$ cat src/rtl/pbus_initiator.sv
// pbus_initiator
//   Initiator side of the peripheral memory bus. Commands are queued in a
//   small FIFO and issued one at a time, in order. Each command produces
//   exactly one response. A watchdog aborts any transaction whose responder
//   never raises bus_ready.
//
// Ports
//   sys_clk, rst_n                  clock, asynchronous active-low reset
//   cmd_valid/cmd_ready             command handshake
//   cmd_addr/write/wdata/wstrb      command fields (wstrb ignored on reads)
//   rsp_valid/rsp_ready             response handshake
//   rsp_rdata, rsp_err              read data (0 on writes/timeouts), timeout flag
//   bus_valid/addr/write/wdata/wstrb registered peripheral bus request
//   bus_rdata, bus_ready            responder data and single-cycle completion
//   busy                            any queued, in-flight or unconsumed work
module pbus_initiator #(
    parameter int CMD_DEPTH = 4,
    parameter int TIMEOUT   = 255,
    parameter int ADDR_W    = 24
) (
    input  logic              sys_clk,
    input  logic              rst_n,
    input  logic              cmd_valid,
    output logic              cmd_ready,
    input  logic [ADDR_W-1:0] cmd_addr,
    input  logic              cmd_write,
    input  logic [31:0]       cmd_wdata,
    input  logic [3:0]        cmd_wstrb,
    output logic              rsp_valid,
    input  logic              rsp_ready,
    output logic [31:0]       rsp_rdata,
    output logic              rsp_err,
    output logic              bus_valid,
    output logic [ADDR_W-1:0] bus_addr,
    output logic              bus_write,
    output logic [31:0]       bus_wdata,
    output logic [3:0]        bus_wstrb,
    input  logic [31:0]       bus_rdata,
    input  logic              bus_ready,
    output logic              busy
);

    localparam int              PTR_W    = $clog2(CMD_DEPTH);
    localparam int              ENT_W    = ADDR_W + 37;
    localparam logic [PTR_W:0]  FULL_CNT = (PTR_W + 1)'(CMD_DEPTH);
    localparam logic [15:0]     WD_LAST  = 16'(TIMEOUT - 1);

    typedef enum logic [1:0] {IDLE, REQ, GAP, RESP} state_t;

    state_t state, state_nxt;

    logic [ENT_W-1:0] fifo_mem [CMD_DEPTH];
    logic [PTR_W-1:0] wr_ptr, rd_ptr;
    logic [PTR_W:0]   count;
    logic             push, fifo_empty;
    logic [ENT_W-1:0] head;
    logic [15:0]      watchdog;
    logic             issue, bus_done, bus_timeout, rsp_take;

    assign cmd_ready  = (count != FULL_CNT);
    assign fifo_empty = (count == '0);
    assign push       = cmd_valid && cmd_ready;
    assign head       = fifo_mem[rd_ptr];
    assign busy       = !fifo_empty || (state != IDLE) || rsp_valid;

    // FIFO payload storage; no reset needed since count gates every read.
    always_ff @(posedge sys_clk) begin
        if (push) begin
            fifo_mem[wr_ptr] <= {cmd_addr, cmd_write, cmd_wdata, cmd_wstrb};
        end
    end

    // FIFO pointers and occupancy. cmd_ready is derived from the registered
    // count, so a simultaneous pop while full does not reopen the port.
    always_ff @(posedge sys_clk or negedge rst_n) begin
        if (!rst_n) begin
            wr_ptr <= '0;
            rd_ptr <= '0;
            count  <= '0;
        end else begin
            if (push) begin
                wr_ptr <= wr_ptr + 1'b1;
            end
            if (issue) begin
                rd_ptr <= rd_ptr + 1'b1;
            end
            if (push && !issue) begin
                count <= count + 1'b1;
            end else if (!push && issue) begin
                count <= count - 1'b1;
            end
        end
    end

    // State register.
    always_ff @(posedge sys_clk or negedge rst_n) begin
        if (!rst_n) begin
            state <= IDLE;
        end else begin
            state <= state_nxt;
        end
    end

    // Next-state logic. RESP also leaves when the response was already taken
    // during GAP (consumer had rsp_ready high as rsp_valid rose).
    always_comb begin
        state_nxt = state;
        case (state)
            IDLE: if (!fifo_empty && !rsp_valid) state_nxt = REQ;
            REQ:  if (bus_ready || (watchdog == WD_LAST)) state_nxt = GAP;
            GAP:  state_nxt = RESP;
            RESP: if (!rsp_valid || rsp_ready) state_nxt = IDLE;
            default: state_nxt = IDLE;
        endcase
    end

    // Control strobes. A bus_ready in the expiry cycle counts as success.
    always_comb begin
        issue       = 1'b0;
        bus_done    = 1'b0;
        bus_timeout = 1'b0;
        rsp_take    = rsp_valid && rsp_ready;
        case (state)
            IDLE: issue = !fifo_empty && !rsp_valid;
            REQ: begin
                bus_done    = bus_ready;
                bus_timeout = !bus_ready && (watchdog == WD_LAST);
            end
            default: ;
        endcase
    end

    // Registered bus request; fields only change when a new command issues,
    // so they stay stable for the whole time bus_valid is high.
    always_ff @(posedge sys_clk or negedge rst_n) begin
        if (!rst_n) begin
            bus_valid <= 1'b0;
            bus_addr  <= '0;
            bus_write <= 1'b0;
            bus_wdata <= '0;
            bus_wstrb <= '0;
        end else if (issue) begin
            bus_valid <= 1'b1;
            bus_addr  <= head[ENT_W-1 -: ADDR_W];
            bus_write <= head[36];
            bus_wdata <= head[35:4];
            bus_wstrb <= head[36] ? head[3:0] : 4'h0;
        end else if (bus_done || bus_timeout) begin
            bus_valid <= 1'b0;
        end
    end

    // Watchdog: cleared on entry to REQ, counts REQ cycles, saturates.
    always_ff @(posedge sys_clk or negedge rst_n) begin
        if (!rst_n) begin
            watchdog <= '0;
        end else if (issue) begin
            watchdog <= '0;
        end else if ((state == REQ) && (watchdog != 16'hFFFF)) begin
            watchdog <= watchdog + 16'd1;
        end
    end

    // Response register, held until the consumer accepts it.
    always_ff @(posedge sys_clk or negedge rst_n) begin
        if (!rst_n) begin
            rsp_valid <= 1'b0;
            rsp_rdata <= '0;
            rsp_err   <= 1'b0;
        end else if (bus_done) begin
            rsp_valid <= 1'b1;
            rsp_rdata <= bus_write ? 32'h0 : bus_rdata;
            rsp_err   <= 1'b0;
        end else if (bus_timeout) begin
            rsp_valid <= 1'b1;
            rsp_rdata <= 32'h0;
            rsp_err   <= 1'b1;
        end else if (rsp_take) begin
            rsp_valid <= 1'b0;
        end
    end

endmodule
$ cat config.mk
export PLATFORM = sky130hd
export DESIGN_NAME = pbus_initiator
export DESIGN_NICKNAME = d
export VERILOG_FILES = /design/src/rtl/pbus_initiator.sv
export SDC_FILE = /design/constraint.sdc
export NUM_CORES = 1
export LEC_CHECK = 0
export CORE_UTILIZATION = 50
export CTS_CLUSTER_SIZE = 8
export DETAILED_ROUTE_END_ITERATION = 8
export DONT_BUFFER_PORTS = 1
export PLACE_DENSITY = 0.71
export SLEW_MARGIN = 20
export SYNTH_ARGS = -nofsm -noshare
export SYNTH_HDL_FRONTEND = slang
export SYNTH_SLANG_ARGS = --single-unit
$ cat constraint.sdc
create_clock -name sys_clk -period 4.1 [get_ports sys_clk]
set_clock_uncertainty 0.15 [all_clocks]
set_input_delay 0.615 -clock sys_clk [delete_from_list [all_inputs] [get_ports sys_clk]]
set_output_delay 0.615 -clock sys_clk [all_outputs]
set_load 0.03 [all_outputs]
Yosys cells after proc, flatten, opt, wreduce, memory -nomap -nowiden
Memories as Yosys holds them, arrays and structs flattened.
Cells that the tools add are included.
{"block": "op_classes", "addsub": 5, "n_mul": 0, "div": 0, "order_cmp": 0, "eq_ne": 9, "shifts": 0, "n_mux": 24, "n_bitwise": 0, "reduce_logical": 26}
{"cell": "two-way mux 32 bit", "count": 3}
{"cell": "two-way mux 16 bit", "count": 2}
{"cell": "adder 16 x 1 -> 16 bit, second input constant", "count": 1}
{"cell": "== test 16 x 8 -> 1 bit, second input constant", "count": 1}
{"cell": "inequality test 16 bit, second input constant", "count": 1}
{"cell": "two-way mux 1 bit", "count": 12}
{"cell": "nonzero test 2 bit", "count": 5}
{"cell": "one-hot mux 2 bit (4 select lines)", "count": 1}
{"cell": "logical AND 1 bit", "count": 7}
{"cell": "two-way mux 2 bit", "count": 3}
{"cell": "two-way mux 3 bit", "count": 2}
{"cell": "inequality test 2 bit, second input constant", "count": 3}
{"cell": "zero test 1 bit", "count": 5}
{"cell": "logical OR 1 bit", "count": 5}
{"cell": "adder 2 x 1 -> 2 bit, second input constant", "count": 2}
{"cell": "== test 2 bit, second input constant", "count": 2}
{"cell": "two-way mux 4 bit", "count": 1}
{"cell": "adder 3 x 1 -> 3 bit, second input constant", "count": 1}
{"cell": "zero test 3 bit", "count": 1}
{"cell": "inequality test 3 bit, second input constant", "count": 1}
{"cell": "AND reduction 3 bit", "count": 1}
{"cell": "nonzero test 3 bit", "count": 1}
{"cell": "subtractor 3 x 1 -> 3 bit, second input constant", "count": 1}
{"cell": "== test 2 x 1 -> 1 bit, second input constant", "count": 1}
{"cell": "zero test 2 bit", "count": 1}
{"block": "totals", "regBits": 121, "latchBits": 0, "ram_bits": 244, "mem_bits_ro": 0, "in_bits": 98, "out_inout_bits": 98, "memories": 1}
{"name": "fifo_mem", "depth": 4, "word_bits": 61, "read_ports": 1, "rd_ports_with_merged_regs": 0, "write_ports": 1, "line_no": "52", "text": "logic [ENT_W-1:0] fifo_mem [CMD_DEPTH];"}

Logic depth before layout (Yosys ltp)
Gate-level depths: netlist (run 1).
{"block": "depth", "word_depth": 7, "ltp_mapped": 13, "ltp_nobuf": 11}

Least setup slack after synthesis (run 1)
OpenSTA, ideal clock, no wires.
{"block": "synth_timing", "path_kind": "register to register", "startpoint": "register count[0]", "endpoint": "memory fifo_mem[1][0] (netlist name) (enable)", "setup_time_ns": 0.426, "t_arrival_ns": 2.279, "setup_slack_ns": 1.245, "path_stages_with_launch": 4, "n_path_buf": 0, "period_less_slack_ns": 2.855, "cell_sequence": "dfrtp_1 nor2_1 nand2_1 and3_1"}
{"block": "synth_via", "elab_chain_cells": 4}
{"item": "start, declared", "line_no": "54", "text": "logic [PTR_W:0] count;"}
{"item": "start signal, assigned", "line_no": "88", "text": "count <= count + 1'b1;"}
{"item": "start signal, assigned", "line_no": "90", "text": "count <= count - 1'b1;"}
{"item": "inequality test 3 bit", "line_no": "60", "text": "assign cmd_ready = (count != FULL_CNT);"}
{"item": "via cmd_ready", "line_no": "24", "text": "output logic cmd_ready,"}
{"item": "logical AND 1 bit", "line_no": "62", "text": "assign push = cmd_valid && cmd_ready;"}
{"item": "two-way mux 1 bit", "line_no": "68", "text": "if (push) begin"}
{"item": "two-way mux 1 bit (not written as such)", "line_no": "69", "text": "fifo_mem[wr_ptr] <= {cmd_addr, cmd_write, cmd_wdata, cmd_wstrb};"}
{"item": "end, declared", "line_no": "52"}
The timed path passes the listed nets, and every way through them passes these cells.

Final worst setup path (run 1)
{"block": "layout_timing", "startpoint": "register state[1]", "endpoint": "register count[1]"}
{"block": "layout_via", "elab_chain_cells": 5}
{"item": "start, declared", "line_no": "50", "text": "state_t state, state_nxt;"}
{"item": "start signal, assigned", "line_no": "100", "text": "state <= state_nxt;"}
{"item": "zero test 2 bit (*)", "line_no": "123", "text": "case (state)"}
{"item": "two-way mux 1 bit (*)", "line_no": "123"}
{"item": "zero test 1 bit", "line_no": "87", "text": "if (push && !issue) begin"}
{"item": "logical AND 1 bit", "line_no": "87"}
{"item": "two-way mux 3 bit / nonzero test 2 bit (equally long branches)"}
Mark *: on every way between the ends. The rest lies on a longest branch, timed or not.
A chain may end at the register's enable or synchronous reset.

==> results of run 1 <==
[path summary, 6_finish.rpt]
path / startpoint / endpoint / cells after the start
worst max-delay path: state[1]$_DFFE_PN0P_ / count[1]$_DFFE_PN0P_ / 9
worst min-delay path: rsp_ready / rsp_valid$_DFFE_PN0P_ / 1
worst max register to register: state[1]$_DFFE_PN0P_ / count[1]$_DFFE_PN0P_ / 9
worst min register to register: count[2]$_DFFE_PN0P_ / count[2]$_DFFE_PN0P_ / 1
max in group asynchronous: rst_n / rd_ptr[0]$_DFFE_PN0N_ / 2
min in group asynchronous: rst_n / bus_wdata[31]$_DFFE_PN0N_ / 2
[registers in the layout, summed over array words and instances (netlist names)]
| name | count |
|---|---|
| state | 2 |
| bus_wstrb | 4 |
| watchdog | 16 |
| bus_addr | 24 |
| bus_valid | 1 |
| rsp_valid | 1 |
| wr_ptr | 2 |
| rsp_err | 1 |
| bus_write | 1 |
| rd_ptr | 2 |
| count | 3 |
| bus_wdata | 32 |
| fifo_mem | 244 |
| rsp_rdata | 32 |
[cell type report]
cell class,count,area share [%]
diodes,2,0.0306
clock buffers,89,8.80
clock inverters,3,0.329
inverters,12,0.275
multi-input cells,404,20.2
flip-flops and latches,365,63.3
well taps,372,2.84
repair buffers,68,4.20
[timing repair]
item / in CTS / in global routing
resized for setup: 0 / 0
hold buffers: 64 / 0
hold endpoints to repair: 366 / 0
[Yosys cell counts, types with 8 or more instances]
cell      instances  area (sq um)
edfxtp_1        244          7330
nand2_1         188           706
dfrtp_1         121          3030
mux4_2           61          1370
a22o_1           28           245
clkbuf_1         18          67.6
a21oi_1          15          75.1
buf_2            13          65.1
ha_1             12           150
inv_1            12          45.0
nand3_1          11          55.1
and3_1            8          50.1
nor2_1            8          30.0
[per-stage QoR]
| step | setup WS (ns) | hold slack (ns) | area, sq um |
|---|---|---|---|
| finish | 1.32 | 0.0278 | 16400 |
| global route | 1.09 | 0.0167 | 16400 |
| CTS | 1.28 | 0.00449 | 16400 |
| detailed placement | 1.28 | 0.173 | 14200 |
| global placement | 1.38 | 0.175 | 14200 |
| floorplan | 1.25 | 0.169 | 13900 |
[layer usage]
metal  vias up  wire length, um  share of wire (%)  GRT usage [%]
li1       3272                -                  -              -
met1      3703            11100                 41           24.3
met2       251            13700                 50           33.8
met3        41             1930                7.1           5.28
met4         0              480                1.8           5.30
met5         -                0                  0              0
[power by group]
group	switching, W	total, W	internal, W
Combinational	0.00140	0.00260	0.00120
Clock	0.00149	0.00385	0.00236
Sequential	0.00156	0.00656	0.00500
Total	0.00445	0.0130	0.00855
[kinds of logic after synthesis]
kind of cell	Yosys count	synth area share [%]
adders and majority gates	13	1.23
buffers and inverters	51	1.66
muxes	65	10.2
and+or+nand+nor	252	8.10
AOI/OAI and AO/OA	68	3.74
DFF	365	74.7
xor gates and xnor gates	6	0.379
==> impl_results.rst, run 1 <==
.. list-table::
   :header-rows: 1

   * - Metric
     - Value
   * - Result of the run
     - completed
   * - Number of global-route vias before repair
     - between 7000 and 8000
   * - Port-buffer cells
     - 0
   * - DR pass1 iterations
     - 5
   * - Number of cell rows
     - 60
   * - Leak pwr
     - around 6.2 nW
   * - Type of the tightest min-delay check
     - in2reg
   * - Post-route antenna net violation count
     - 0
   * - Final-report hold violation count
     - 0
   * - CTS H-tree lvls
     - 2
   * - Critical path endpoint category
     - flop
   * - Max frequency
     - approximately 0.36 GHz
   * - Number of I/O pins
     - 196
   * - DRT Wirelength
     - roughly 27000 um
   * - Buffer depth of the longest clock path
     - 3
   * - Die Wd
     - 169 um
   * - Final total negative setup slack
     - 0 ns
   * - Number of vias in the routed layout
     - about 7300
   * - Post-Route Utilization
     - 60.4%
   * - Number of instances in the synthesized netlist
     - a little over 800
   * - Total track usage
     - 19.5%
   * - Fin. max-slew vios
     - 0
   * - Root Buffer
     - clkbuf_16
   * - Number of antenna violations at the first check in global routing
     - 2
   * - Final-report setup violation count
     - 0
   * - Post-synthesis register bit count
     - roughly 370
   * - Setup slack, reg-to-reg
     - approximately 1.3 ns
   * - Critical path buffer and inverter count
     - 3
   * - Final cycle utilization of the critical path
     - 67.8%
   * - Total power divided by cell area
     - 795 mW/mm^2
   * - Data arrival time at the worst-slack endpoint
     - a little over 3 ns
   * - Setup repair after global routing missed its margin
     - no
   * - Most common cell after layout, fill and taps aside
     - edfxtp_1
   * - Routability congestion estimate from global placement
     - between 0.7 and 0.8
   * - Number of sinks driven by the clock tree
     - between 300 and 400
   * - Ratio of cells with drive above 1 in the final layout
     - 15.1%
   * - Commonest cells after routing, fill and taps aside
     - 244 x edfxtp_1, 188 x nand2_1, 119 x dfrtp_1, 63 x dlygate4sd3_1, 61 x mux4_2
   * - Syn_nets
     - slightly above 900
   * - Post-synthesis instance area
     - between 0.01 and 0.015 sq mm
   * - Count of buffers added by post-CTS timing repair for setup
     - 0
   * - Routed vias/inst
     - 5.53
   * - Layout area overhead
     - 18.1%
   * - First-pass GRT wire length
     - around 42000 um
   * - Overall power after layout
     - 0.0130 W
   * - Shortest period the worst path allows
     - 2.78 ns
   * - Layout fillers
     - between 1500 and 2000
   * - Die Ht
     - 169 um
   * - Family of cells with the greatest summed delay on the critical path
     - adder cells
   * - Yosys warning total
     - 0
   * - Largest net degree at the start of global routing
     - roughly 120
   * - Core area
     - 0.0271 sq mm
   * - Sequential share of the synthesized area
     - approximately three quarters
   * - Post-route non-filler standard cell count
     - roughly 1300
   * - DRC Markers
     - 0
   * - Crit path cell chain
     - inv_1, ha_1, nor2b_1, and2_4, inv_2, ha_1, inv_1, fa_1, mux2_2
   * - Highest net fanout along the worst path
     - slightly above 50
   * - IR drop worst, VDD
     - 0.561 mV
   * - Total congestion overflow
     - 0
   * - Post-synth EDFFs
     - about 240
   * - Initial Util
     - 51.2%
   * - Pin slew with the least headroom to its limit
     - a little over 1 ns
   * - Slew HR
     - between 30 and 40%
   * - Cell with the largest stage delay on the worst path
     - and2_4
   * - Maximum capacitance violations
     - 0
   * - Clock edge transition at the registers on the reported setup and hold paths
     - roughly 0.060 ns
   * - Detailed Route Iter0 Violations
     - ~440
   * - Sort of element at the start of the critical path
     - flop
   * - Post-synth ARST share
     - about 33%
   * - Mean post-synth cell area
     - 16.9 sq um
   * - Multi-input gate area
     - between 0.003 and 0.004 sq mm
   * - Total CTS buffers
     - 51
   * - TritonCTS clock tree
     - done
   * - Most common flop cell mapped by yosys
     - edfxtp_1
   * - Post-layout nets
     - just over 1000
   * - Critical path's largest stage delay
     - 0.57 ns
   * - Synth unique cells
     - 48
   * - Type of the setup path with the least slack
     - reg2reg
   * - Clk Latency, worst-skew pair
     - about 0.55 ns
   * - Number of placed instances with taps included
     - 1157
   * - Required time of the worst setup path
     - about 4.4 ns
   * - Detail Placement HPWL
     - approximately 15000 um
   * - Overall die area
     - about 0.028 sq mm
   * - Sequential standard cell area
     - 0.0104 sq mm
   * - Routed WL per cell
     - 20.7 um
(Power assumes the default switching activity.)
==> run 2: changes to the inputs <==
--- a/config.mk
+++ b/config.mk
@@ -9,7 +9,7 @@
 export CTS_CLUSTER_SIZE = 8
 export DETAILED_ROUTE_END_ITERATION = 8
 export DONT_BUFFER_PORTS = 1
-export PLACE_DENSITY = 0.71
+export PLACE_DENSITY = 0.74
 export SLEW_MARGIN = 20
 export SYNTH_ARGS = -nofsm -noshare
 export SYNTH_HDL_FRONTEND = slang
==> constraint.sdc (replaced) <==
create_clock -name sys_clk -period 2.3 [get_ports sys_clk]
set_clock_uncertainty 0.15 [all_clocks]
set_input_delay 0.345 -clock sys_clk [delete_from_list [all_inputs] [get_ports sys_clk]]
set_output_delay 0.345 -clock sys_clk [all_outputs]
set_load 0.03 [all_outputs]
==> run 2 against run 1 <==
Effect of this change: the flow now finishes with violations (negative hold slack); flip-flop and latch count is the same; count of clock-buffer cells in the layout grew 2; cell count grew 4.6%; fmax grew 26%; sequential power grew 75%; non-clock buffer count grew 58; die area is the same; worst setup slack lost 1.2 ns; cell area grew 4.3%; critical path type unchanged; critical endpoint is now count[2]$_DFFE_PN0P_; largest power group unchanged; highest routed layer unchanged.
==> impl_results.rst, run 2 (synthesized netlist as in run 1, its figures left out) <==
.. list-table::
   :header-rows: 1

   * - Metric
     - Value
   * - Detail Placement HPWL
     - 15600 um
   * - Number of cell rows
     - 60
   * - Maximum capacitance violations
     - 0
   * - Number of I/O pins
     - roughly 200
   * - DRC Markers
     - 0
   * - Post-route antenna net violation count
     - 0
   * - Registers with the most flip-flops
     - fifo_mem (244), bus_wdata (32), rsp_rdata (32)
   * - Root Buffer
     - clkbuf_16
   * - Slew HR
     - between 40 and 50%
   * - Clock edge transition at the registers on the reported setup and hold paths
     - approximately 0.050 ns
   * - Number of sinks driven by the clock tree
     - roughly 370
   * - Final Cell Area
     - between 0.015 and 0.02 sq mm
   * - Origin of the critical flop-to-flop path
     - count[2]$_DFFE_PN0P_
   * - Pin slew with the least headroom to its limit
     - a little over 0.8 ns
   * - Initial Util
     - between 50% and 60%
   * - Data arrival time at the worst-slack endpoint
     - between 2 and 3 ns
   * - Most common cell after layout, fill and taps aside
     - edfxtp_1
   * - Type of the setup path with the least slack
     - reg2reg
   * - Routability congestion estimate from global placement
     - ~0.76
   * - Overall die area
     - approximately 0.028 sq mm
   * - Buffer depth of the longest clock path
     - 3
   * - Detailed Route Iter0 Violations
     - between 400 and 500
   * - Type of the tightest min-delay check
     - in2async
   * - Commonest cells after routing, fill and taps aside
     - 244 x edfxtp_1, 188 x nand2_1, 119 x dfrtp_1, 95 x dlygate4sd3_1, 61 x mux4_2
   * - Port-buffer cells
     - 0
   * - Number of global-route vias before repair
     - about 8000
   * - CP startpoint
     - count[2]$_DFFE_PN0P_
   * - Fin. max-slew vios
     - 0
   * - Failing checks
     - negative hold slack
   * - Total CTS buffers
     - a little over 50
   * - IR drop worst, VDD
     - 0.854 mV
   * - Post-placement cell area
     - between 0.01 and 0.015 sq mm
   * - Largest register FFs
     - approximately 240
   * - Routed vias/inst
     - about 5.5
   * - Multi-input gate area
     - between 0.003 and 0.004 sq mm
   * - CTS H-tree lvls
     - 2
   * - Total power divided by cell area
     - ~1400 mW/mm^2
   * - First-pass GRT wire length
     - about 45000 um
   * - Overall power after layout
     - approximately 0.024 W
   * - Sequential standard cell area
     - roughly 0.010 sq mm
   * - TritonCTS clock tree
     - done
   * - Leak pwr
     - between 6 and 7 nW
   * - Number of vias in the routed layout
     - ~7500
   * - Highest net fanout along the worst path
     - 3
   * - Post-layout nets
     - 1071
   * - Number of antenna violations at the first check in global routing
     - 3
   * - Layout fillers
     - 1851
   * - Smallest hold slack
     - -0.654 ns
   * - Largest Register
     - fifo_mem
   * - Hold-fix buffer count after cts
     - between 90 and 100
   * - Clk Latency, worst-skew pair
     - 0.56 ns
   * - Total congestion overflow
     - 0
   * - Result of the run
     - complete, but fails checks
   * - DRT Wirelength
     - approximately 29000 um
   * - Required time of the worst setup path
     - between 2 and 3 ns
   * - Setup slack, reg-to-reg
     - approximately 0.088 ns
   * - DR pass1 iterations
     - 5
   * - Final-report hold violation count
     - 121
   * - Max frequency
     - approximately 0.45 GHz
   * - Routed WL per cell
     - ~21 um
   * - Total track usage
     - between 20 and 25%
   * - Largest net degree at the start of global routing
     - ~120
   * - Sort of element at the start of the critical path
     - flop
   * - Final cycle utilization of the critical path
     - between 90% and 100%
   * - Die Wd
     - between 150 and 200 um
   * - Critical path endpoint category
     - flop
   * - Layout area overhead
     - 23.1%
   * - Core area
     - roughly 0.027 sq mm
   * - Final-report setup violation count
     - 0
   * - Shortest period the worst path allows
     - about 2.2 ns
   * - Ratio of cells with drive above 1 in the final layout
     - roughly 18%
   * - Die Ht
     - ~170 um
   * - Reg2reg path depth
     - 9
-- run 2: changes by cell type in the layout (fill, tap and decap cells not counted), sizes merged --
cell	previous run	this run
clkbuf	89	91
diode	2	3
clkinv	2	1
dlygate4sd3	63	95
buf	5	31
-- run 2: cell type report --
class,count,area share (%)
Multi-Input combinational cell,404,19.6
Sequential cell,365,60.7
Inverter,12,0.264
Antenna cell,3,0.0440
Clock inverter,2,0.293
Timing Repair Buffer,126,7.81
Tap cell,372,2.73
Clock buffer,91,8.54
-- run 2: path summary, 6_finish.rpt --
| check | end |
|---|---|
| worst max-delay path | count[2]$_DFFE_PN0P_ |
| worst min-delay path | bus_wstrb[0]$_DFFE_PN0N_ |
| worst max register to register | count[2]$_DFFE_PN0P_ |
| worst min register to register | wr_ptr[1]$_DFFE_PN0P_ |
| max in group asynchronous | bus_wdata[5]$_DFFE_PN0N_ |
| min in group sys_clk | rsp_valid$_DFFE_PN0P_ |
-- run 2: metal layers --
layer / routed length (um) / track usage, %
met4: 335 / 4.82
met3: 2400 / 7.58
met2: 14200 / 35.3
met1: 11600 / 25.4
met5: 0 / 0
-- run 2: worst max-delay path: stages (launching register included) --
cell and delay (ns):
dfrtp_1 0.39, or3_4 0.40, and2_4 0.16, inv_2 0.09, ha_4 0.14, inv_2 0.03, fa_2 0.33, xor2_1 0.15
nor2_1 0.12, xor2_1 0.17
-- run 2: repair_timing --
| item | 4_1_cts | 5_1_grt |
|---|---|---|
| buffers inserted | 0 | 1 |
| gates resized for setup | 0 | 3 |
| setup endpoints to repair | 0 | 6 |
| endpoints found under the hold margin | 401 | 121 |
-- run 2: stage by stage --
stage,hold WS (ns),setup TNS (ns),worst slack (ns),utilization [%],instances
after floorplan,-0.101,-0.0859,-0.0495,-,820
after global placement,-0.0964,0,0.116,53.9,1183
after detailed placement,-0.0966,0,0.0704,53.9,1183
after CTS,-0.690,0,0.0453,62.9,1371
after global routing,-0.685,-0.00818,-0.00818,63.0,1374
final,-0.654,0,0.0878,63.0,1375
-- run 2: power breakdown --
part | total [W] | switching, W | internal, W | leakage (nW)
Clock | 0.00691 | 0.00265 | 0.00425 | 0.714
Sequential | 0.0115 | 0.00258 | 0.00889 | 3.77
Combinational | 0.00552 | 0.00290 | 0.00262 | 2.03
==> run 3: changes to the inputs <==
--- a/config.mk
+++ b/config.mk
@@ -5,7 +5,9 @@
 export SDC_FILE = /design/constraint.sdc
 export NUM_CORES = 1
 export LEC_CHECK = 0
+export CORE_MARGIN = 2
 export CORE_UTILIZATION = 50
+export CTS_BUF_LIST = sky130_fd_sc_hd__clkbuf_2 sky130_fd_sc_hd__clkbuf_4 sky130_fd_sc_hd__clkbuf_8
 export CTS_CLUSTER_SIZE = 8
 export DETAILED_ROUTE_END_ITERATION = 8
 export DONT_BUFFER_PORTS = 1
==> run 3 against run 2 <==
Effect of this change: the run still ends with negative hold slack left; first-iteration DRC count increased by 43%; critical path depth decreased by 5; flip-flop and latch count unchanged; critical endpoint is now rsp_rdata[26]$_DFFE_PN0P_; via count increased by 0.68%; routed wire length decreased by 0.35%; power decreased by 6.0%; largest power group unchanged; core utilization decreased by 1.3 points; non-clock buffer count decreased by 5; combinational power decreased by 2%; worst hold slack got worse by 0.052 ns; cell area decreased by 2.1%; die area increased by 2.4%.
==> impl_results.rst, run 3 (synthesized netlist as in run 1, its figures left out) <==
.. list-table::
   :header-rows: 1

   * - Metric
     - Value
   * - Leak pwr
     - approximately 6.4 nW
   * - Setup repair after global routing missed its margin
     - no
   * - Commonest cells after routing, fill and taps aside
     - 244 x edfxtp_1, 188 x nand2_1, 118 x dfrtp_1, 95 x dlygate4sd3_1, 65 x clkbuf_8
   * - Overall power after layout
     - ~0.022 W
   * - Number of cell rows
     - 60
   * - Max frequency
     - around 0.45 GHz
   * - Buffer depth of the longest clock path
     - 3
   * - Root Buffer
     - clkbuf_8
   * - Total CTS buffers
     - 57
   * - Routed vias/inst
     - about 5.5
   * - Die Ht
     - about 170 um
   * - Total power divided by cell area
     - approximately 1300 mW/mm^2
   * - Layout fillers
     - roughly 1900
   * - Detail Placement HPWL
     - 15900 um
   * - Largest register FFs
     - 244
   * - Part of the total power dissipated in combinational logic
     - 24.0%
   * - Critical path endpoint category
     - flop
   * - Internal power consumption
     - approximately 0.015 W
   * - Die Wd
     - roughly 170 um
   * - Clk Latency, worst-skew pair
     - 0.60 ns
   * - Final-report setup violation count
     - 0
   * - CTS H-tree lvls
     - 2
   * - Power share of the clock group
     - 24.7%
   * - Type of the setup path with the least slack
     - reg2reg
   * - Largest Register
     - fifo_mem
   * - Switching power summed over all nets
     - between 0.007 and 0.008 W
   * - Multi-input gate area
     - ~0.0034 sq mm
   * - Clock edge transition at the registers on the reported setup and hold paths
     - ~0.070 ns
   * - Sequential standard cell area
     - 0.0104 sq mm
   * - Post-route antenna net violation count
     - 0
   * - Sequential share of power
     - about half
   * - Fin. max-slew vios
     - 0
   * - Largest net degree at the start of global routing
     - roughly 120
   * - Final cycle utilization of the critical path
     - between 90% and 100%
   * - Maximum capacitance violations
     - 0
   * - Hold-fix buffer count after cts
     - 95
   * - IR drop worst, VDD
     - 0.834 mV
   * - Result of the run
     - complete, but fails checks
   * - Post-layout nets
     - between 1000 and 1500
   * - Number of sinks driven by the clock tree
     - approximately 370
   * - Required time of the worst setup path
     - between 2 and 3 ns
   * - Registers with the most flip-flops
     - fifo_mem (244), bus_wdata (32), rsp_rdata (32)
   * - Total track usage
     - between 20% and 30%
   * - DR pass1 iterations
     - 5
   * - Fraction of power spent switching nets
     - between 30% and 40%
   * - Most common cell after layout, fill and taps aside
     - edfxtp_1
   * - Routability congestion estimate from global placement
     - approximately 0.79
   * - Failing checks
     - negative hold slack
   * - Smallest hold slack
     - -0.706 ns
   * - Number of global-route vias before repair
     - 8108
   * - Final-report hold violation count
     - around 120
   * - Highest net fanout along the worst path
     - 34
   * - Shortest period the worst path allows
     - between 2 and 2.5 ns
   * - Overall die area
     - approximately 0.029 sq mm
   * - Layout area overhead
     - 20.6%
   * - Number of I/O pins
     - between 150 and 200
   * - Type of the tightest min-delay check
     - in2async
   * - DRT Wirelength
     - approximately 28000 um
   * - Sort of element at the start of the critical path
     - flop
   * - Port-buffer cells
     - 0
   * - DRC Markers
     - 0
   * - Ratio of cells with drive above 1 in the final layout
     - 22.1%
   * - Number of vias in the routed layout
     - around 7600
   * - Data arrival time at the worst-slack endpoint
     - roughly 2.5 ns
   * - First-pass GRT wire length
     - around 45000 um
   * - Total congestion overflow
     - 0
   * - Slew HR
     - 43.6%
   * - Pin slew with the least headroom to its limit
     - roughly 0.84 ns
   * - TritonCTS clock tree
     - done
   * - Detailed Route Iter0 Violations
     - slightly below 600
   * - Routed WL per cell
     - 20.6 um
   * - Number of antenna violations at the first check in global routing
     - 3
   * - Core area
     - approximately 0.027 sq mm
   * - Initial Util
     - around half
## run 3: cell count changes in the layout (fill, tap and decap cells not counted), moves of 2 or more
cell | before | now
clkbuf_1 | 38 | 0
clkinv_2 | 0 | 5
clkinv_8 | 0 | 2
clkbuf_8 | 1 | 65
clkbuf_4 | 0 | 32
clkbuf_16 | 52 | 0
buf_4 | 19 | 15
## run 3: worst max-delay path, stage by stage (launching register included)
cell,delay (ns)
dfrtp_1,0.43
or4_4,0.55
nor4_4,0.37
o21ai_4,0.28
a22o_1,0.28
## run 3: repair_timing
action,4_1_cts,5_1_grt
setup buffers,0,2
hold endpoints to repair,401,121
setup endpoints to repair,0,2
resized for setup,0,2
## run 3: stage by stage
| step | util (%) | setup TNS [ns] | setup slack [ns] | cell area, sq um | std cells |
|---|---|---|---|---|---|
| 6_report | 61.7 | 0 | 0.0853 | 16700 | 1383 |
| 5_1_grt | 61.7 | 0 | 0.00323 | 16700 | 1382 |
| 4_1_cts | 61.6 | 0 | 0.00311 | 16700 | 1378 |
| 3_5_place_dp | 53.6 | 0 | 0.0488 | 14500 | 1177 |
| 3_3_place_gp | 53.6 | 0 | 0.107 | 14500 | 1177 |
| 2_1_floorplan | - | -0.0859 | -0.0495 | 13900 | 820 |
## run 3: power by group through the flow
stage / Sequential, W / Clock (W) / Combinational [W]
finish: 0.0115 / 0.00554 / 0.00539
CTS: 0.0115 / 0.00567 / 0.00545
global route: 0.0117 / 0.00598 / 0.00596
detailed placement: 0.0117 / 0 / 0.00527
floorplan: 0.0111 / 0 / 0.00404
global placement: 0.0116 / 0 / 0.00511
## run 3: cell type report
class | count | area share (%)
multi-input cells | 404 | 20.0
clock inverters | 9 | 0.412
well taps | 372 | 2.78
diodes | 3 | 0.0449
flip-flops and latches | 365 | 62.0
repair buffers | 121 | 7.68
inverters | 12 | 0.269
clock buffers | 97 | 6.79
## run 3: per-layer routing
| metal | part of all wire (%) | vias up | track usage [%] |
|---|---|---|---|
| li1 | - | 3399 | - |
| met1 | 41 | 3837 | 25.7 |
| met2 | 48 | 285 | 32.9 |
| met3 | 9.3 | 38 | 6.75 |
| met4 | 1.5 | 0 | 5.76 |
| met5 | 0 | - | 0 |
## run 3: final timing paths
kind	startpoint	end	slack (ns)	cells after the start
setup reg to reg	watchdog[8]$_DFFE_PN0P_	rsp_rdata[26]$_DFFE_PN0P_	0.09	4
hold / removal	rst_n	bus_wdata[14]$_DFFE_PN0N_	-0.71	0
min in group sys_clk	cmd_valid	wr_ptr[0]$_DFFE_PN0P_	0.05	2
setup / recovery	watchdog[8]$_DFFE_PN0P_	rsp_rdata[26]$_DFFE_PN0P_	0.09	4
hold reg to reg	count[2]$_DFFE_PN0P_	count[2]$_DFFE_PN0P_	0.42	2
max in group asynchronous	rst_n	rd_ptr[0]$_DFFE_PN0N_	2.51	0
==> edit 1: new RTL, settings of run 3 <==
Encoding of `state_t`: now one-hot (4 bits for 4 states).
--- a/src/rtl/pbus_initiator.sv
+++ b/src/rtl/pbus_initiator.sv
@@ -46,5 +46,5 @@
     localparam logic [15:0]     WD_LAST  = 16'(TIMEOUT - 1);
 
-    typedef enum logic [1:0] {IDLE, REQ, GAP, RESP} state_t;
+    typedef enum logic [3:0] {IDLE = 4'b0001, REQ = 4'b0010, GAP = 4'b0100, RESP = 4'b1000} state_t;
 
     state_t state, state_nxt;
Behaviour: same outputs for any inputs over 4 cycles, from zero or initial values and one cycle with rst_n low; so few cycles prove little.
==> edit 1 against run 3 <==
The flow still finishes with violations (hold timing); sequential cell count increased by 2; area after synthesis increased by 1.3%; worst setup slack worse by 0.029 ns; die area up 1.2%; hold slack better by 0.0045 ns; combinational power up 17%; utilization barely moved; wire length rose by 3.7%; design area rose by 2.2%; total power grew 5.1%; largest cell class unchanged.
==> edit 1: results (changes against run 3) <==
antenna violations before repair 2 (-1); wire length of the first global-routing pass 45.39 mm (+1.8%); half-perimeter wire length of the detailed placement result 16.79 mm (+5.6%); maximum fanout encountered on the critical timing path 4 (-88%); detailed router's first-iteration violation count 554 (-5.3%); run status finished, violations left; post-synthesis average cell area 15.94 sq um (-5.7%); final RePlAce weighted congestion 0.8176 (+3.3%); worst-case hold slack -0.7017 ns (+0.004510 ns); top post-synthesis cells by count 244 x edfxtp_1, 189 x nand2_1, 122 x dfrtp_1; fraction of the yosys area taken by sequential cells 74.10% (-0.57 points); synthesized netlist net count 987 (+6.0%); Netlist cell types 42 (-13%); top area cells in the synthesized netlist edfxtp_1 52%, dfrtp_1 22%, mux4_2 9.8%; non-filler cells, final 1458 (+5.4%); combined global-route utilization of all metal layers 20.25% (+0.18 points); via count of the first global-routing pass 8416 (+3.8%); fraction of layout instances using a drive strength above 1 20.15% (-2.0 points); Placed Cells incl. Taps 1252 (+6.4%); number of CTS-inserted buffers 58 (+1.8%); Worst Reg-to-Reg Cells 9 (+5); cell with the biggest individual delay on the critical path nand4_1; quantity of hold-fixing buffers added after cts 96 (+1.1%); peak ir drop on the vdd network 0.9167 mV (+9.9%); violated checks hold timing; largest net degree at the start of global routing 124 (+1.6%); per-cell routed wire length 20.27 um (-1.6%); static leakage 0.006666 uW (+3.9%); hold violation total from the final report 123 (+1.7%); Max-slew headroom 64.32% (+21 points)
edit 1: cell count changes after synthesis, moves of 4 or more:
cell,before,now
inv_1,12,43
ha_1,12,7
nand3_1,11,4
clkbuf_1,18,31
buf_1,5,9
or3_1,7,2
a22o_2,4,0
o21ai_0,6,41
mux2i_1,1,8
a22oi_1,0,32
buf_2,13,1
a22o_1,28,1
edit 1: where the power goes:
part	leakage [uW]	switching [uW]	total (uW)	internal (uW)
logic	0.00232	3440	6280	2850
registers	0.00368	2670	11600	8970
clock network	0.000659	2490	5670	3190
total	0.00667	8590	23600	15000
edit 1: path summary, 6_finish.rpt:
check / slack [ns] / from / to
worst min-delay path: -0.70 / rst_n / bus_wdata[17]
max in group asynchronous: 2.47 / rst_n / state[0]
worst max-delay path: 0.06 / count[1] / busy
worst min register to register: 0.38 / state[1] / state[3]
worst max register to register: 0.09 / count[2] / count[2]
min in group sys_clk: 0.10 / cmd_valid / fifo_mem[1][56]
edit 1: timing repair:
| item | in CTS | in global routing |
|---|---|---|
| gates resized for setup | 1 | 8 |
| pin swaps | 2 | 3 |
| setup endpoints to repair | 1 | 4 |
| hold endpoints to repair | 415 | 123 |
| setup buffers | 0 | 1 |
edit 1: area by class of cell:
cell class                 instances  area (sq um)  area share, %
multi-input combinational        429          3377          19.76
clock inverter                    12         105.1         0.6150
clock buffer                      94          1112          6.509
timing repair buffer             132          1439          8.420
inverter                          43         163.9         0.9591
tap                              378         473.0          2.768
antenna                            3         7.507        0.04393
sequential                       367         10410          60.92
edit 1: metrics by stage:
step           TNS [ns]  instance area [sq um]  worst slack [ns]
2_1_floorplan   -0.4185                  14090           -0.2336
3_3_place_gp          0                  14860           0.07613
3_5_place_dp          0                  14860           0.04732
4_1_cts               0                  17050          0.005903
5_1_grt        -0.05745                  17090          -0.05745
6_report              0                  17090           0.05600
edit 1: cell families after synthesis:
group | count (synthesis) | share of synthesized area (%)
DFF | 367 | 74.10
and+or+nand+nor | 246 | 7.627
AOI/OAI and AO/OA | 98 | 4.330
buffers and inverters | 85 | 2.290
muxes | 71 | 10.51
adders and majority gates | 8 | 0.7662
xor gates and xnor gates | 6 | 0.3742
edit 1: metal layers:
layer,global-route usage [%],share of wire (%),vias to the layer above
li1,-,-,3597
met1,24.69,39,4010
met2,34.89,50,322
met3,5.890,8.6,51
met4,6.448,1.7,0
met5,0,0,-
edit 1: worst register-to-register path, stage by stage, from the launching register on:
cell     delay, ns
dfrtp_1       0.37
or3_1         0.36
and4_4        0.17
inv_4         0.07
ha_4          0.13
inv_1         0.05
fa_1          0.37
xor2_1        0.17
nor2_1        0.13
xor2_1        0.15
==> edit 2: new RTL, settings of run 3 <==
Without the edit above. Set the parameter `ADDR_W` to 36 (it was 24).
--- a/src/rtl/pbus_initiator.sv
+++ b/src/rtl/pbus_initiator.sv
@@ -17,5 +17,5 @@
     parameter int CMD_DEPTH = 4,
     parameter int TIMEOUT   = 255,
-    parameter int ADDR_W    = 24
+    parameter int ADDR_W    = 36
 ) (
     input  logic              sys_clk,
Ports: changed (resized bus_addr and cmd_addr); port bits go from 196 to 220. The function was not compared with the original's and may differ.
==> edit 2 against run 3 <==
The flow still finishes with violations (hold timing); sequential cell count is 60 higher; wire length up 21%; critical endpoint is now count[2]; total power is 17% higher; area after synthesis increased by 18%; worst setup slack got worse by 0.027 ns; design area rose by 18%; utilization down 1.1 points.
==> edit 2: results (changes against run 3) <==
worst-case hold slack -0.7196 ns (-0.01337 ns); cell with the biggest individual delay on the critical path or3_1; met1 layer wirelength in the final routing 13.77 mm (+19%); Net count, final 1284 (+20%); level count of the clock H-tree 3 (+1); diode insertion count for antenna repair 1 (-2); run status finished, violations left; largest net degree at the start of global routing 134 (+9.8%); multi-input gate area in the final layout 0.004079 sq mm (+22%); static leakage 0.007340 uW (+14%); final RePlAce weighted congestion 0.8033 (+1.5%); Switch Pwr 9349 uW (+19%); delay contributed by the slowest stage of the critical path 0.42 ns (-0.13 ns); start point of the critical path count[2]; met2 routed wirelength 17.01 mm (+23%); hold violation total from the final report 133 (+9.9%); fraction of synthesis flops using an asynchronous set or reset pin 31.29% (-1.9 points); wire length of the first global-routing pass 52.91 mm (+19%); fraction of the yosys area taken by sequential cells 73.76% (-0.91 points); violated checks hold timing; Critical Path Sink count[2]; registers with the highest flip-flop counts fifo_mem: 292 flops, bus_addr: 36 flops; number of multi-input combinational cells in the layout 517 (+28%); maximum fanout encountered on the critical timing path 3 (-91%); synthesized netlist net count 1130 (+21%); quantity of hold-fixing buffers added after cts 107 (+13%); number of non-clock buffers in the layout 134 (+11%)
-- edit 2: cell types whose count changed after synthesis, sizes merged, moves of 4 or more --
cell | before | now
a21oi | 15 | 10
a22o | 32 | 0
a22oi | 0 | 32
buf | 21 | 28
clkbuf | 18 | 24
dfrtp | 121 | 133
edfxtp | 244 | 292
mux4 | 61 | 73
nand2 | 188 | 226
nand2b | 1 | 34
o21ai | 7 | 38
or4 | 7 | 3
-- edit 2: power by group through the flow --
| stage | Combinational [uW] | Sequential, uW | Clock, uW |
|---|---|---|---|
| floorplan | 4830 | 12900 | 0 |
| global placement | 6230 | 13300 | 0 |
| detailed placement | 6390 | 13400 | 0 |
| CTS | 6610 | 13300 | 6660 |
| global route | 7300 | 13500 | 7010 |
| finish | 6580 | 13300 | 6510 |
-- edit 2: through the flow --
stage               utilization (%)  area [sq um]
finish                        60.62         19670
global route                  60.62         19670
CTS                           60.47         19620
detailed placement            52.85         17150
global placement              52.83         17150
floorplan                         -         16460
